<file path="config.mk">
export PLATFORM = sky130hd
export DESIGN_NAME = ps_bram_pixel_packer_flat
export DESIGN_NICKNAME = d
export VERILOG_FILES = /design/src/rtl/ps_bram_pixel_packer_if.sv /design/src/rtl/ps_bram_pixel_packer.sv /design/src/flat_wrapper.sv
export SDC_FILE = /design/constraint.sdc
export NUM_CORES = 1
export LEC_CHECK = 0
export CAP_MARGIN = 15
export CELL_PAD_IN_SITES_DETAIL_PLACEMENT = 0
export CELL_PAD_IN_SITES_GLOBAL_PLACEMENT = 1
export CORE_UTILIZATION = 37
export DETAILED_ROUTE_END_ITERATION = 8
export PLACE_DENSITY = 0.8
export SKIP_CTS_REPAIR_TIMING = 1
export SLEW_MARGIN = 25
export SYNTH_ARGS = -nofsm -noshare
export SYNTH_HDL_FRONTEND = slang
export SYNTH_SLANG_ARGS = --single-unit
</file>
<file path="constraint.sdc">
create_clock -name clk_fast -period 4.1 [get_ports clk_fast]
set_input_delay 0.41 -clock clk_fast [delete_from_list [all_inputs] [get_ports clk_fast]]
set_output_delay 0.41 -clock clk_fast [all_outputs]
set_load 0.05 [all_outputs]
</file>
<file path="src/rtl/ps_bram_pixel_packer_if.sv">
// Bundle of the packer's control, BRAM read port and output stream signals.
// The packer uses the master view. A frame source plus BRAM model plus sink
// uses the slave view.
interface ps_bram_pixel_packer_if #(
  parameter int CH     = 3,
  parameter int PIX_W  = 16,
  parameter int ADDR_W = 13,
  parameter int BUS_W  = 64
);
  // Frame control
  logic                  start;
  logic [ADDR_W-1:0]     frame_len;
  logic [ADDR_W-1:0]     total_len;
  logic                  busy;
  logic                  done;

  // Shared BRAM read port, one data lane per channel
  logic                  bram_en;
  logic [ADDR_W-1:0]     bram_addr;
  logic [CH*PIX_W-1:0]   bram_dout;

  // Packed output stream
  logic [BUS_W-1:0]      out_data;
  logic                  out_valid;
  logic                  out_ready;

  modport master (
    input  start, frame_len, total_len, bram_dout, out_ready,
    output busy, done, bram_en, bram_addr, out_data, out_valid
  );

  modport slave (
    output start, frame_len, total_len, bram_dout, out_ready,
    input  busy, done, bram_en, bram_addr, out_data, out_valid
  );
endinterface

</file>
<file path="src/rtl/ps_bram_pixel_packer.sv">
// Reads CH parallel channel BRAMs at a shared address. Packs one sample per
// channel into a bus-wide beat, with zero beats for addresses past the real
// frame. The beats go into a small show-ahead FIFO. Reads are credit-limited
// so the FIFO can never overflow, whatever the sink does with out_ready.
module ps_bram_pixel_packer #(
  parameter int CH     = 3,
  parameter int PIX_W  = 16,
  parameter int ADDR_W = 13,
  parameter int BUS_W  = 64,
  parameter int RD_LAT = 1
) (
  input  logic                   clk_fast,
  input  logic                   reset,
  ps_bram_pixel_packer_if.master bus
);

  // The FIFO holds every read that can be in flight plus two beats of slack.
  // That slack lets the sink take one beat per cycle with no bubble.
  localparam int DEPTH = RD_LAT + 2;
  localparam int PTR_W = $clog2(DEPTH);
  localparam int CNT_W = $clog2(DEPTH + 1);
  localparam int OCC_W = CNT_W + 1;

  localparam logic [ADDR_W:0] ADDR_ONE = (ADDR_W + 1)'(1);
  localparam logic [PTR_W-1:0] PTR_ONE = PTR_W'(1);
  localparam logic [PTR_W-1:0] PTR_LAST = PTR_W'(DEPTH - 1);
  localparam logic [CNT_W-1:0] CNT_ONE = CNT_W'(1);
  localparam logic [OCC_W-1:0] OCC_FULL = OCC_W'(DEPTH);
  localparam logic [OCC_W-1:0] OCC_ONE = OCC_W'(1);

  // Parameter sanity, caught at elaboration
  if (CH < 1 || CH > 4) begin : g_bad_ch
    $error("ps_bram_pixel_packer: CH must be in 1..4");
  end
  if (RD_LAT < 1 || RD_LAT > 4) begin : g_bad_lat
    $error("ps_bram_pixel_packer: RD_LAT must be in 1..4");
  end
  if (CH * PIX_W > BUS_W) begin : g_bad_bus
    $error("ps_bram_pixel_packer: CH*PIX_W must not exceed BUS_W");
  end

  typedef enum logic [1:0] {
    S_IDLE,
    S_RUN,
    S_DRAIN,
    S_DONE
  } state_t;

  state_t             state;
  logic [ADDR_W:0]    addr_cnt;   // one spare bit so the count never wraps
  logic               busy_q;
  logic               done_q;

  logic [RD_LAT-1:0]  vld_pipe;   // marks cycles whose bram_dout is a real read
  logic [RD_LAT-1:0]  pad_pipe;   // pad tag travelling with each read

  logic [BUS_W-1:0]   mem [DEPTH];
  logic [PTR_W-1:0]   wr_ptr;
  logic [PTR_W-1:0]   rd_ptr;
  logic [CNT_W-1:0]   count;

  logic [OCC_W-1:0]   occ;
  logic               issue;
  logic               last_issue;
  logic               pad_tag;
  logic               push;
  logic               pop;
  logic               last_pop;
  logic [BUS_W-1:0]   packed_beat;
  logic [BUS_W-1:0]   wr_data;

  function automatic logic [PTR_W-1:0] ptr_inc(input logic [PTR_W-1:0] p);
    return (p == PTR_LAST) ? '0 : p + PTR_ONE;
  endfunction

  // Credit count: reads still in the BRAM pipeline plus beats parked in the FIFO
  always_comb begin
    // NOTE: always_comb uses blocking '=' so the accumulation reads its own
    // running value. Clocked state elsewhere uses '<=' so every flop samples
    // pre-edge values.
    occ = OCC_W'(count);
    for (int i = 0; i < RD_LAT; i++) begin
      occ = occ + OCC_W'(vld_pipe[i]);
    end
  end

  assign issue      = (state == S_RUN) && (occ < OCC_FULL);
  assign last_issue = issue && ((addr_cnt + ADDR_ONE) == {1'b0, bus.total_len});
  assign pad_tag    = (addr_cnt >= {1'b0, bus.frame_len});
  assign push       = vld_pipe[RD_LAT-1];
  assign pop        = (count != '0) && bus.out_ready;
  // The beat leaving now is the last one when nothing else is queued or in flight
  assign last_pop   = pop && (occ == OCC_ONE);

  // Reorder channels so channel 0 lands in the most significant used lane
  always_comb begin
    // NOTE: assign a default to the whole word first. Then no bit is left
    // unassigned on any path, and no latch is inferred.
    packed_beat = '0;
    for (int k = 0; k < CH; k++) begin
      packed_beat[(CH-1-k)*PIX_W +: PIX_W] = bus.bram_dout[k*PIX_W +: PIX_W];
    end
  end

  assign wr_data = pad_pipe[RD_LAT-1] ? '0 : packed_beat;

  // Frame sequencer: address generation, busy and the done pulse
  always_ff @(posedge clk_fast or negedge reset) begin
    if (!reset) begin
      state    <= S_IDLE;
      addr_cnt <= '0;
      busy_q   <= 1'b0;
      done_q   <= 1'b0;
    end else begin
      case (state)
        S_IDLE: begin
          done_q <= 1'b0;
          if (bus.start) begin
            busy_q   <= 1'b1;
            addr_cnt <= '0;
            if (bus.total_len == '0) begin
              state  <= S_DONE;
              done_q <= 1'b1;
            end else begin
              state <= S_RUN;
            end
          end
        end
        S_RUN: begin
          if (issue) begin
            addr_cnt <= addr_cnt + ADDR_ONE;
            if (last_issue) begin
              state <= S_DRAIN;
            end
          end
        end
        S_DRAIN: begin
          if (last_pop) begin
            state  <= S_DONE;
            done_q <= 1'b1;
          end
        end
        S_DONE: begin
          state  <= S_IDLE;
          done_q <= 1'b0;
          busy_q <= 1'b0;
        end
        default: begin
          state <= S_IDLE;
        end
      endcase
    end
  end

  // Read-tag pipeline and FIFO bookkeeping
  always_ff @(posedge clk_fast or negedge reset) begin
    if (!reset) begin
      vld_pipe <= '0;
      pad_pipe <= '0;
      wr_ptr   <= '0;
      rd_ptr   <= '0;
      count    <= '0;
    end else begin
      vld_pipe[0] <= issue;
      pad_pipe[0] <= pad_tag;
      for (int i = 1; i < RD_LAT; i++) begin
        vld_pipe[i] <= vld_pipe[i-1];
        pad_pipe[i] <= pad_pipe[i-1];
      end
      if (push) begin
        wr_ptr <= ptr_inc(wr_ptr);
      end
      if (pop) begin
        rd_ptr <= ptr_inc(rd_ptr);
      end
      case ({push, pop})
        2'b10:   count <= count + CNT_ONE;
        2'b01:   count <= count - CNT_ONE;
        default: count <= count;
      endcase
    end
  end

  // FIFO storage
  always_ff @(posedge clk_fast) begin
    // NOTE: the storage array has no reset. An entry is only visible after it
    // has been written, and out_data is forced to zero whenever the FIFO is
    // empty, so stale contents can never escape.
    if (push) begin
      mem[wr_ptr] <= wr_data;
    end
  end

  assign bus.bram_en   = issue;
  assign bus.bram_addr = addr_cnt[ADDR_W-1:0];
  assign bus.out_valid = (count != '0);
  assign bus.out_data  = bus.out_valid ? mem[rd_ptr] : '0;
  assign bus.busy      = busy_q;
  assign bus.done      = done_q;

endmodule

</file>
<file path="src/flat_wrapper.sv">
// flat-port wrapper written by rule: the top's interface ports become plain ports
module ps_bram_pixel_packer_flat 
#(
  parameter int CH     = 3,
  parameter int PIX_W  = 16,
  parameter int ADDR_W = 13,
  parameter int BUS_W  = 64,
  parameter int RD_LAT = 1
)
  (clk_fast, reset, bus_start, bus_frame_len, bus_total_len, bus_bram_dout, bus_out_ready, bus_busy, bus_done, bus_bram_en, bus_bram_addr, bus_out_data, bus_out_valid);
  ps_bram_pixel_packer_if #(.CH(CH), .PIX_W(PIX_W), .ADDR_W(ADDR_W), .BUS_W(BUS_W)) bus_i ();
  input  logic clk_fast;
  input  logic reset;
  input wire logic [$bits(bus_i.start)-1:0] bus_start;
  input wire logic [$bits(bus_i.frame_len)-1:0] bus_frame_len;
  input wire logic [$bits(bus_i.total_len)-1:0] bus_total_len;
  input wire logic [$bits(bus_i.bram_dout)-1:0] bus_bram_dout;
  input wire logic [$bits(bus_i.out_ready)-1:0] bus_out_ready;
  output wire logic [$bits(bus_i.busy)-1:0] bus_busy;
  output wire logic [$bits(bus_i.done)-1:0] bus_done;
  output wire logic [$bits(bus_i.bram_en)-1:0] bus_bram_en;
  output wire logic [$bits(bus_i.bram_addr)-1:0] bus_bram_addr;
  output wire logic [$bits(bus_i.out_data)-1:0] bus_out_data;
  output wire logic [$bits(bus_i.out_valid)-1:0] bus_out_valid;
  assign bus_i.start = bus_start;
  assign bus_i.frame_len = bus_frame_len;
  assign bus_i.total_len = bus_total_len;
  assign bus_i.bram_dout = bus_bram_dout;
  assign bus_i.out_ready = bus_out_ready;
  assign bus_busy = bus_i.busy;
  assign bus_done = bus_i.done;
  assign bus_bram_en = bus_i.bram_en;
  assign bus_bram_addr = bus_i.bram_addr;
  assign bus_out_data = bus_i.out_data;
  assign bus_out_valid = bus_i.out_valid;
  ps_bram_pixel_packer #(.CH(CH), .PIX_W(PIX_W), .ADDR_W(ADDR_W), .BUS_W(BUS_W), .RD_LAT(RD_LAT)) u_core (.clk_fast(clk_fast), .reset(reset), .bus(bus_i));
endmodule
</file>
Word-level counts from Yosys, hierarchy flattened
Memory sizes are Yosys's and may differ from the RTL's.
Index checks and enable logic that the tools add are counted.
{"block": "totals", "regBits": 26, "ramBits": 144, "inputBits": 78, "output_inout_bits": 81, "word_cells": 68, "memories": 1}
{"block": "op_classes", "addsub": 6, "magnitude_cmp": 2, "eq_ne": 13, "n_mux": 22, "n_reduce_logical": 15}
{"memory": "u_core.mem", "depth": 3, "word_bits": 48, "rd": 1, "rd_ports_with_merged_regs": 0, "write_ports": 1, "line": "ps_bram_pixel_packer.sv:57", "text": "logic [BUS_W-1:0] mem [DEPTH];"}
{"op": "$mux W64", "n": 1}
{"op": "$mux W48", "n": 1}
{"op": "$mux W14", "n": 2}
{"op": "$pmux W14 S2", "n": 1}
{"op": "$add A14 B1 Y14 const B", "n": 1}
{"op": "$eq A14 B13 Y1", "n": 1}
{"op": "$ge A14 B13 Y1", "n": 1}
{"op": "$mux W2", "n": 7}
{"op": "$logic_not A13 Y1", "n": 1}
{"op": "$eq A2 B2 Y1 const B", "n": 5}
{"op": "$pmux W2 S4", "n": 1}
{"op": "$reduce_bool A2 Y1", "n": 4}
{"op": "$add A2 B1 Y2 const B", "n": 3}
{"op": "$mux W1", "n": 6}
{"op": "$ne A2 B1 Y1 const B", "n": 3}
{"op": "$eq A2 B1 Y1 const B", "n": 2}
{"op": "$logic_and A1 B1 Y1", "n": 4}
{"op": "$pmux W2 S2", "n": 1}
{"op": "$reduce_and A2 Y1", "n": 2}
{"op": "$reduce_and A4 Y1", "n": 1}
{"op": "$add A2 B1 Y3", "n": 1}
{"op": "$eq A3 B1 Y1 const B", "n": 1}
{"op": "$lt A3 B2 Y1 const B", "n": 1}
{"op": "$pmux W1 S3", "n": 1}
{"op": "other kinds (6)", "n": 6}

Logic depth before layout (Yosys ltp)
Gate-level depths: netlist (run 1).
{"block": "depth", "ltp_word": 7, "depth_mapped": 9, "ltp_nobuf": 9}

Worst setup path before layout (run 1)
OpenSTA, ideal clock, no wires.
{"block": "synth_timing", "path_kind": "register -> register", "from": "register u_core.vld_pipe, in the netlist u_core.push", "to": "memory u_core.mem[2][0] in the netlist's numbering, enable pin", "setup_ns": 0.523, "arrival_ns": 3.970, "required_time_ns": 3.577, "setup_slack_ns": -0.393, "path_stages_with_launch": 3, "path_buffers": 0, "period_less_slack_ns": 4.493, "path_cell_list": "dfrtp_1 > inv_1 > nor3b_1"}
{"block": "synth_between", "elab_chain_cells": 2}
{"element": "start, declared", "line": "ps_bram_pixel_packer.sv:54", "text": "logic [RD_LAT-1:0] vld_pipe;"}
{"element": "start signal, assigned by index", "line": "ps_bram_pixel_packer.sv:167", "text": "vld_pipe[i] <= vld_pipe[i-1];"}
{"element": "$mux W1", "line": "ps_bram_pixel_packer.sv:189", "text": "if (push) begin"}
{"element": "$mux W1 (not written as such)", "line": "ps_bram_pixel_packer.sv:190", "text": "mem[wr_ptr] <= wr_data;"}
{"element": "end, declared", "line": "ps_bram_pixel_packer.sv:57"}
Every way passes these cells.

Worst setup path after layout (run 1)
{"block": "layout_timing", "from": "register u_core.rd_ptr[1]", "to": "output port bus_out_data[7]"}
{"block": "layout_between", "elab_chain_cells": 2}
{"element": "start, declared", "line": "ps_bram_pixel_packer.sv:59", "text": "logic [PTR_W-1:0] rd_ptr;"}
{"element": "start signal, assigned", "line": "ps_bram_pixel_packer.sv:174", "text": "rd_ptr <= ptr_inc(rd_ptr);"}
{"element": "$mem_v2 Z3 W48"}
{"element": "$mux W64", "line": "ps_bram_pixel_packer.sv:197", "text": "assign bus.out_data = bus.out_valid ? mem[rd_ptr] : '0;"}
{"element": "end, declared", "line": "flat_wrapper.sv:23", "text": "output wire logic [$bits(bus_i.out_data)-1:0] bus_out_data;"}
Every way passes these cells.

==> results of run 1 <==
[cells by family after synthesis]
kind of cell	after synthesis	synth area share
compound gates	111	0.0770
xor+xnor	19	0.0206
fa+ha+maj	22	0.0340
buf+inv	83	0.0541
flops	170	0.615
mux	51	0.0631
other cells	1	0.000463
simple gates	228	0.136
[flip-flops by register name, indices dropped and copies added, names as in the netlist, 2 cells and up]
register and flops:
u_core.rd_ptr 2, u_core.addr_cnt 14, u_core.mem 144, u_core.state 2, u_core.count 2, u_core.wr_ptr 2
[per-stage QoR]
stage	hold WS, ps	power, mW	utilization	std cells	setup WS (ps)
2_1_floorplan	114	4.90	-	700	1140
6_report	367	7.50	0.482	1093	881
3_5_place_dp	546	6.01	0.455	1060	1280
5_1_grt	402	7.91	0.482	1092	707
4_1_cts	368	7.58	0.482	1092	810
3_3_place_gp	543	5.98	0.455	1060	1290
[path summary, 6_finish.rpt]
kind                               startpoint                to  cells after the start
max                          u_core.rd_ptr[1]   bus_out_data[7]                      3
min                                     reset   u_core.bus.done                      2
max reg2reg                u_core.addr_cnt[0]   u_core.state[1]                      8
min reg2reg                   u_core.count[1]   u_core.count[1]                      1
max in group asynchronous               reset  u_core.rd_ptr[0]                      2
min in group clk_fast         u_core.count[1]   u_core.count[1]                      1
[synth_stat cells, drive strengths merged (2+ instances only)]
cell type  count  area, sq um
dfrtp         26          651
nand2b         3         18.8
a2111oi        2         17.5
nor2b         53          332
a21oi         60          300
nand2         23         86.3
inv           19         71.3
and2           5         33.8
o31ai          3         22.5
xnor2         15          131
nor2         117          439
o22ai          3         18.8
o21ai         27          135
and4           3         28.8
nand3b         2         15.0
a21o           5         37.5
nor4           2         12.5
buf           40          277
ha            22          275
clkbuf        24         90.1
edfxtp       144         4320
xor2           4         35.0
and3           9         66.3
mux2i         51          510
nor3           7         35.0
a31oi          4         25.0
[power by group]
group / leakage, nW / internal, mW / switching, mW / total (mW)
Clock: 0.284 / 0.861 / 0.694 / 1.56
Combinational: 1.97 / 1.17 / 2.27 / 3.45
Sequential: 1.65 / 2.19 / 0.305 / 2.50
[routing by layer]
metal | wire length, um | vias to the layer above
li1 | - | 2627
met1 | 7840 | 2477
met2 | 8110 | 149
met3 | 1010 | 13
met4 | 179 | 0
met5 | 0 | -
[layout make-up]
cell class	count	area (sq um)	share of cell area
Clock inverter	15	156	0.0153
Multi-Input combinational cell	447	2780	0.271
Clock buffer	17	425	0.0415
Timing Repair Buffer	149	1470	0.144
Tap cell	275	344	0.0336
Sequential cell	170	4990	0.487
Antenna cell	1	2.50	0.000244
Inverter	19	71.3	0.00697
==> summary.md, run 1 <==
| Metric | Value |
|---|---|
| DR vias | `5,266` |
| Die Area | `22,500 sq um` |
| Die extent in x | `150 um` |
| Num rows | `53` |
| Power per cell area | `732 nW/um^2` |
| HP Class | `in2async` |
| Initial Util | `0.381` |
| Register area share after synthesis | `0.615` |
| CP top delay family | `flip-flops` |
| FF+latch count, synth | `170` |
| Via/cell ratio | `4.82` |
| CORE AREA | `21,200 sq um` |
| Clk sinks | `170` |
| Endpoints failing hold | `0` |
| Gr usage total | `0.158` |
| Slew @ Worst Pin | `997 ps` |
| Post-route setup TNS | `0 ps` |
| Worst VDD drop | `366 uV` |
| Die Y | `150 um` |
| CTS buffer count | `17` |
| Drt drc | `0` |
| Status | `complete, no violations` |
| Main synth FF type | `edfxtp_1` |
| Remaining antenna violation count | `0` |
| Clk_lat worst skew | `420 ps` |
| First-pass GRT wire length | `27,000 um` |
| Routability cong. | `0.740` |
| Global routing usage on met2 | `0.264` |
| PortBufs | `142` |
| Slowest-stage cell, CP | `dfrtp_4` |
| Starting DRT DRC Count | `245` |
| GR Overflow Total | `0` |
| Setup CP Type | `reg2out` |
| Fill cells | `1,916` |
| Worst R2R Setup Slack | `1690 ps` |
| Max-slew headroom | `0.335` |
| CP required | `3690 ps` |
| GR met1 Demand/Resource | `0.202` |
| Share of cells above drive strength 1 | `0.0624` |
| Highest-count cells in the layout ignoring fill and taps | `144 x edfxtp_1, 142 x clkdlybuf4s50_1, 115 x nor2_1` |
| Fmax | `0.311 GHz` |
| Fin nets | `904` |
| Final setup skew | `8.80 ps` |
| Unrepaired setup endpoints after global routing | `no` |
| CTS tree | `yes` |
| Final slew viol count | `0` |
| Data arrival, critical path | `2810 ps` |
| Post-Syn Area | `8090 sq um` |
| Final setup viols | `0` |
| Worst path bufs/invs | `1` |
| Initial antenna violation count | `1` |
| Avg Cell Area, Syn | `11.8 sq um` |
| Clock Path Buffers | `2` |
| DP HPWL | `11,100 um` |
| Wire per inst | `15.7 um` |
| GRT Max-Usage Layer | `met2` |
| Crit-path cells | `a21oi_1, nor2_1, clkdlybuf4s50_1` |
| Period utilisation layout | `0.785` |
| Total wire length | `17,100 um` |
| Pin count of the biggest net entering global routing | `100` |
| CP Capture Type | `output pin` |
| Largest stage delay on the critical path | `1070 ps` |
| Num ports | `159` |
| Critical Path Fanout Max | `99` |
| Period minus WS final | `3220 ps` |
| Ys async rst share | `0.153` |
| DP Area | `9650 sq um` |
| Layout Area Growth over Synthesis | `26.5%` |
| Most common cell after layout, fill and taps aside | `edfxtp_1` |
| Post-synth EDFFs | `144` |
| Number of global-route vias before repair | `5,199` |
| Crit path launch type | `register` |
| Synth cell types | `46` |
| Cells after Synth | `685` |
| CTS root buf | `clkbuf_16` |
| 1st-pass router iterations | `5` |
| Clk slew on worst S/H paths | `70 ps` |
| Max-cap violation count | `0` |
| Met3 Track Usage GR | `0.0384` |
| H-tree depth | `4` |
| Leak | `3.90 nW` |
| Finished Cell Area | `10,200 sq um` |
| Synth warn | `0` |
(Power assumes the default switching activity.)
==> run 2, diff against run 1 <==
Settings changed: CORE_UTILIZATION 37 to 41, PLACE_DENSITY 0.8 to 0.84.
Clock period 4.1 ns to 3.1 ns, I/O delays scaled along.
==> run 2 against run 1 <==
- critical path depth grew 2
- critical endpoint is now bus_bram_en
- non-clock buffer count up 8
- clock skew about the same
- sequential cell count did not move
- largest cell class unchanged
- cell area up 1.0%
- via count is 0.51% higher
- global-route usage is 1.6 points higher
- sequential power grew 28%
- clock power is 37% higher
- wire length shrank 2.2%
- first-iteration DRC count grew 23%
- combinational power rose by 38%
==> summary.md, run 2 (synthesis gave the netlist of run 1 again) <==
| Metric | Value |
|---|---|
| Status | `complete, no violations` |
| Most common cell after layout, fill and taps aside | `edfxtp_1` |
| PortBufs | `142` |
| Max-slew headroom | `0.333` |
| Clk slew on worst S/H paths | `70 ps` |
| Slew @ Worst Pin | `1000 ps` |
| Num ports | `159` |
| Unrepaired setup endpoints after global routing | `no` |
| Worst VDD drop | `559 uV` |
| Pin count of the biggest net entering global routing | `50` |
| Register with the most flip-flops | `u_core.mem` |
| Fin nets | `912` |
| CP Launch Point | `u_core.count[0]` |
| CTS buffer count | `17` |
| GR Overflow Total | `0` |
| Clock Path Buffers | `2` |
| Fmax | `0.336 GHz` |
| Period utilisation layout | `0.959` |
| Routability cong. | `0.762` |
| CORE AREA | `19,400 sq um` |
| Clk_lat worst skew | `420 ps` |
| Critical Path Fanout Max | `4` |
| CTS tree | `yes` |
| Final setup skew | `9.04 ps` |
| Via/cell ratio | `4.85` |
| Max reg flops | `144` |
| Endpoints failing hold | `0` |
| Post-route setup TNS | `0 ps` |
| Share of cells above drive strength 1 | `0.0715` |
| Highest-count cells in the layout ignoring fill and taps | `144 x edfxtp_1, 142 x clkdlybuf4s50_1, 115 x nor2_1` |
| Initial Util | `0.417` |
| Num rows | `51` |
| 1st-pass router iterations | `5` |
| HP Class | `in2async` |
| CTS root buf | `clkbuf_16` |
| First-pass GRT wire length | `26,500 um` |
| CP required | `2790 ps` |
| DP HPWL | `11,100 um` |
| Initial antenna violation count | `1` |
| Clk sinks | `170` |
| Total wire length | `16,800 um` |
| Die extent in x | `143 um` |
| Number of global-route vias before repair | `5,092` |
| Starting DRT DRC Count | `302` |
| Max-cap violation count | `0` |
| Regs by FF count | `u_core.mem x144, u_core.addr_cnt x14` |
| Die Area | `20,300 sq um` |
| Gr usage total | `0.174` |
| Drt drc | `0` |
| Crit path launch type | `register` |
| Power per cell area | `976 nW/um^2` |
| Leak | `3.96 nW` |
| H-tree depth | `4` |
| Wire per inst | `15.4 um` |
| RR Startpoint | `u_core.addr_cnt[0]` |
| Die Y | `143 um` |
| Final slew viol count | `0` |
| Hold slack | `359 ps` |
| Setup CP Type | `reg2out` |
| CP Capture Type | `output pin` |
| Remaining antenna violation count | `0` |
| Data arrival, critical path | `2660 ps` |
| DR vias | `5,293` |
| Final setup viols | `0` |
| Period minus WS final | `2970 ps` |
| Layout Area Growth over Synthesis | `27.8%` |
run 2: cell count changes in the layout (fill, tap and decap cells not counted):
cell / change
o21ai_1: +1
bufinv_16: +1
buf_12: +3
buf_4: +5
inv_6: -1
clkinvlp_4: +1
clkinv_1: -1
dfrtp_4: -1
o21ai_2: -1
dfrtp_2: +1
run 2: area by class of cell:
type                            instances  area, sq um
Fill cell                            1703         9060
Sequential cell                       170         4980
Multi-Input combinational cell        447         2780
Timing Repair Buffer                  157         1570
Clock buffer                           17          425
Tap cell                              265          332
Clock inverter                         15          181
Inverter                               19         71.3
Antenna cell                            1         2.50
run 2: final timing paths:
check	endpoint	slack [ps]	depth (start not counted)
setup / recovery	bus_bram_en	130	5
hold / removal	u_core.bus.done	360	1
setup reg to reg	u_core.state[0]	630	8
hold reg to reg	u_core.bus.done	540	2
max in group asynchronous	u_core.addr_cnt[4]	2100	2
min in group clk_fast	u_core.bus.done	540	2
run 2: worst max-delay path, cell delays in order, from the launching register on:
cell and delay (ps):
dfrtp_1 450, ha_1 220, ha_1 280, a21oi_1 220
and2_1 240, clkdlybuf4s50_1 830
run 2: power breakdown:
| group | internal [mW] | total, mW | switching [mW] |
|---|---|---|---|
| registers | 2.90 | 3.21 | 0.308 |
| clock network | 1.22 | 2.14 | 0.918 |
| logic | 1.63 | 4.75 | 3.12 |
| total | 5.75 | 10.1 | 4.34 |
run 2: through the flow:
| stage | power, mW | cell area [sq um] | setup slack (ps) | std cells | utilization |
|---|---|---|---|---|---|
| floorplan | 6.48 | 8160 | 140 | 700 | - |
| global placement | 8.01 | 9730 | 610 | 1058 | 0.502 |
| detailed placement | 8.04 | 9730 | 575 | 1058 | 0.502 |
| CTS | 10.2 | 10300 | 98.7 | 1090 | 0.533 |
| global route | 10.6 | 10300 | 9.53 | 1090 | 0.533 |
| finish | 10.1 | 10300 | 126 | 1091 | 0.533 |
run 2: routing by layer:
layer	vias up	track usage	routed length (um)
li1	2643	-	-
met1	2489	0.222	7520
met2	144	0.287	8010
met3	17	0.0421	990
met4	0	0.0645	243
met5	-	0	0
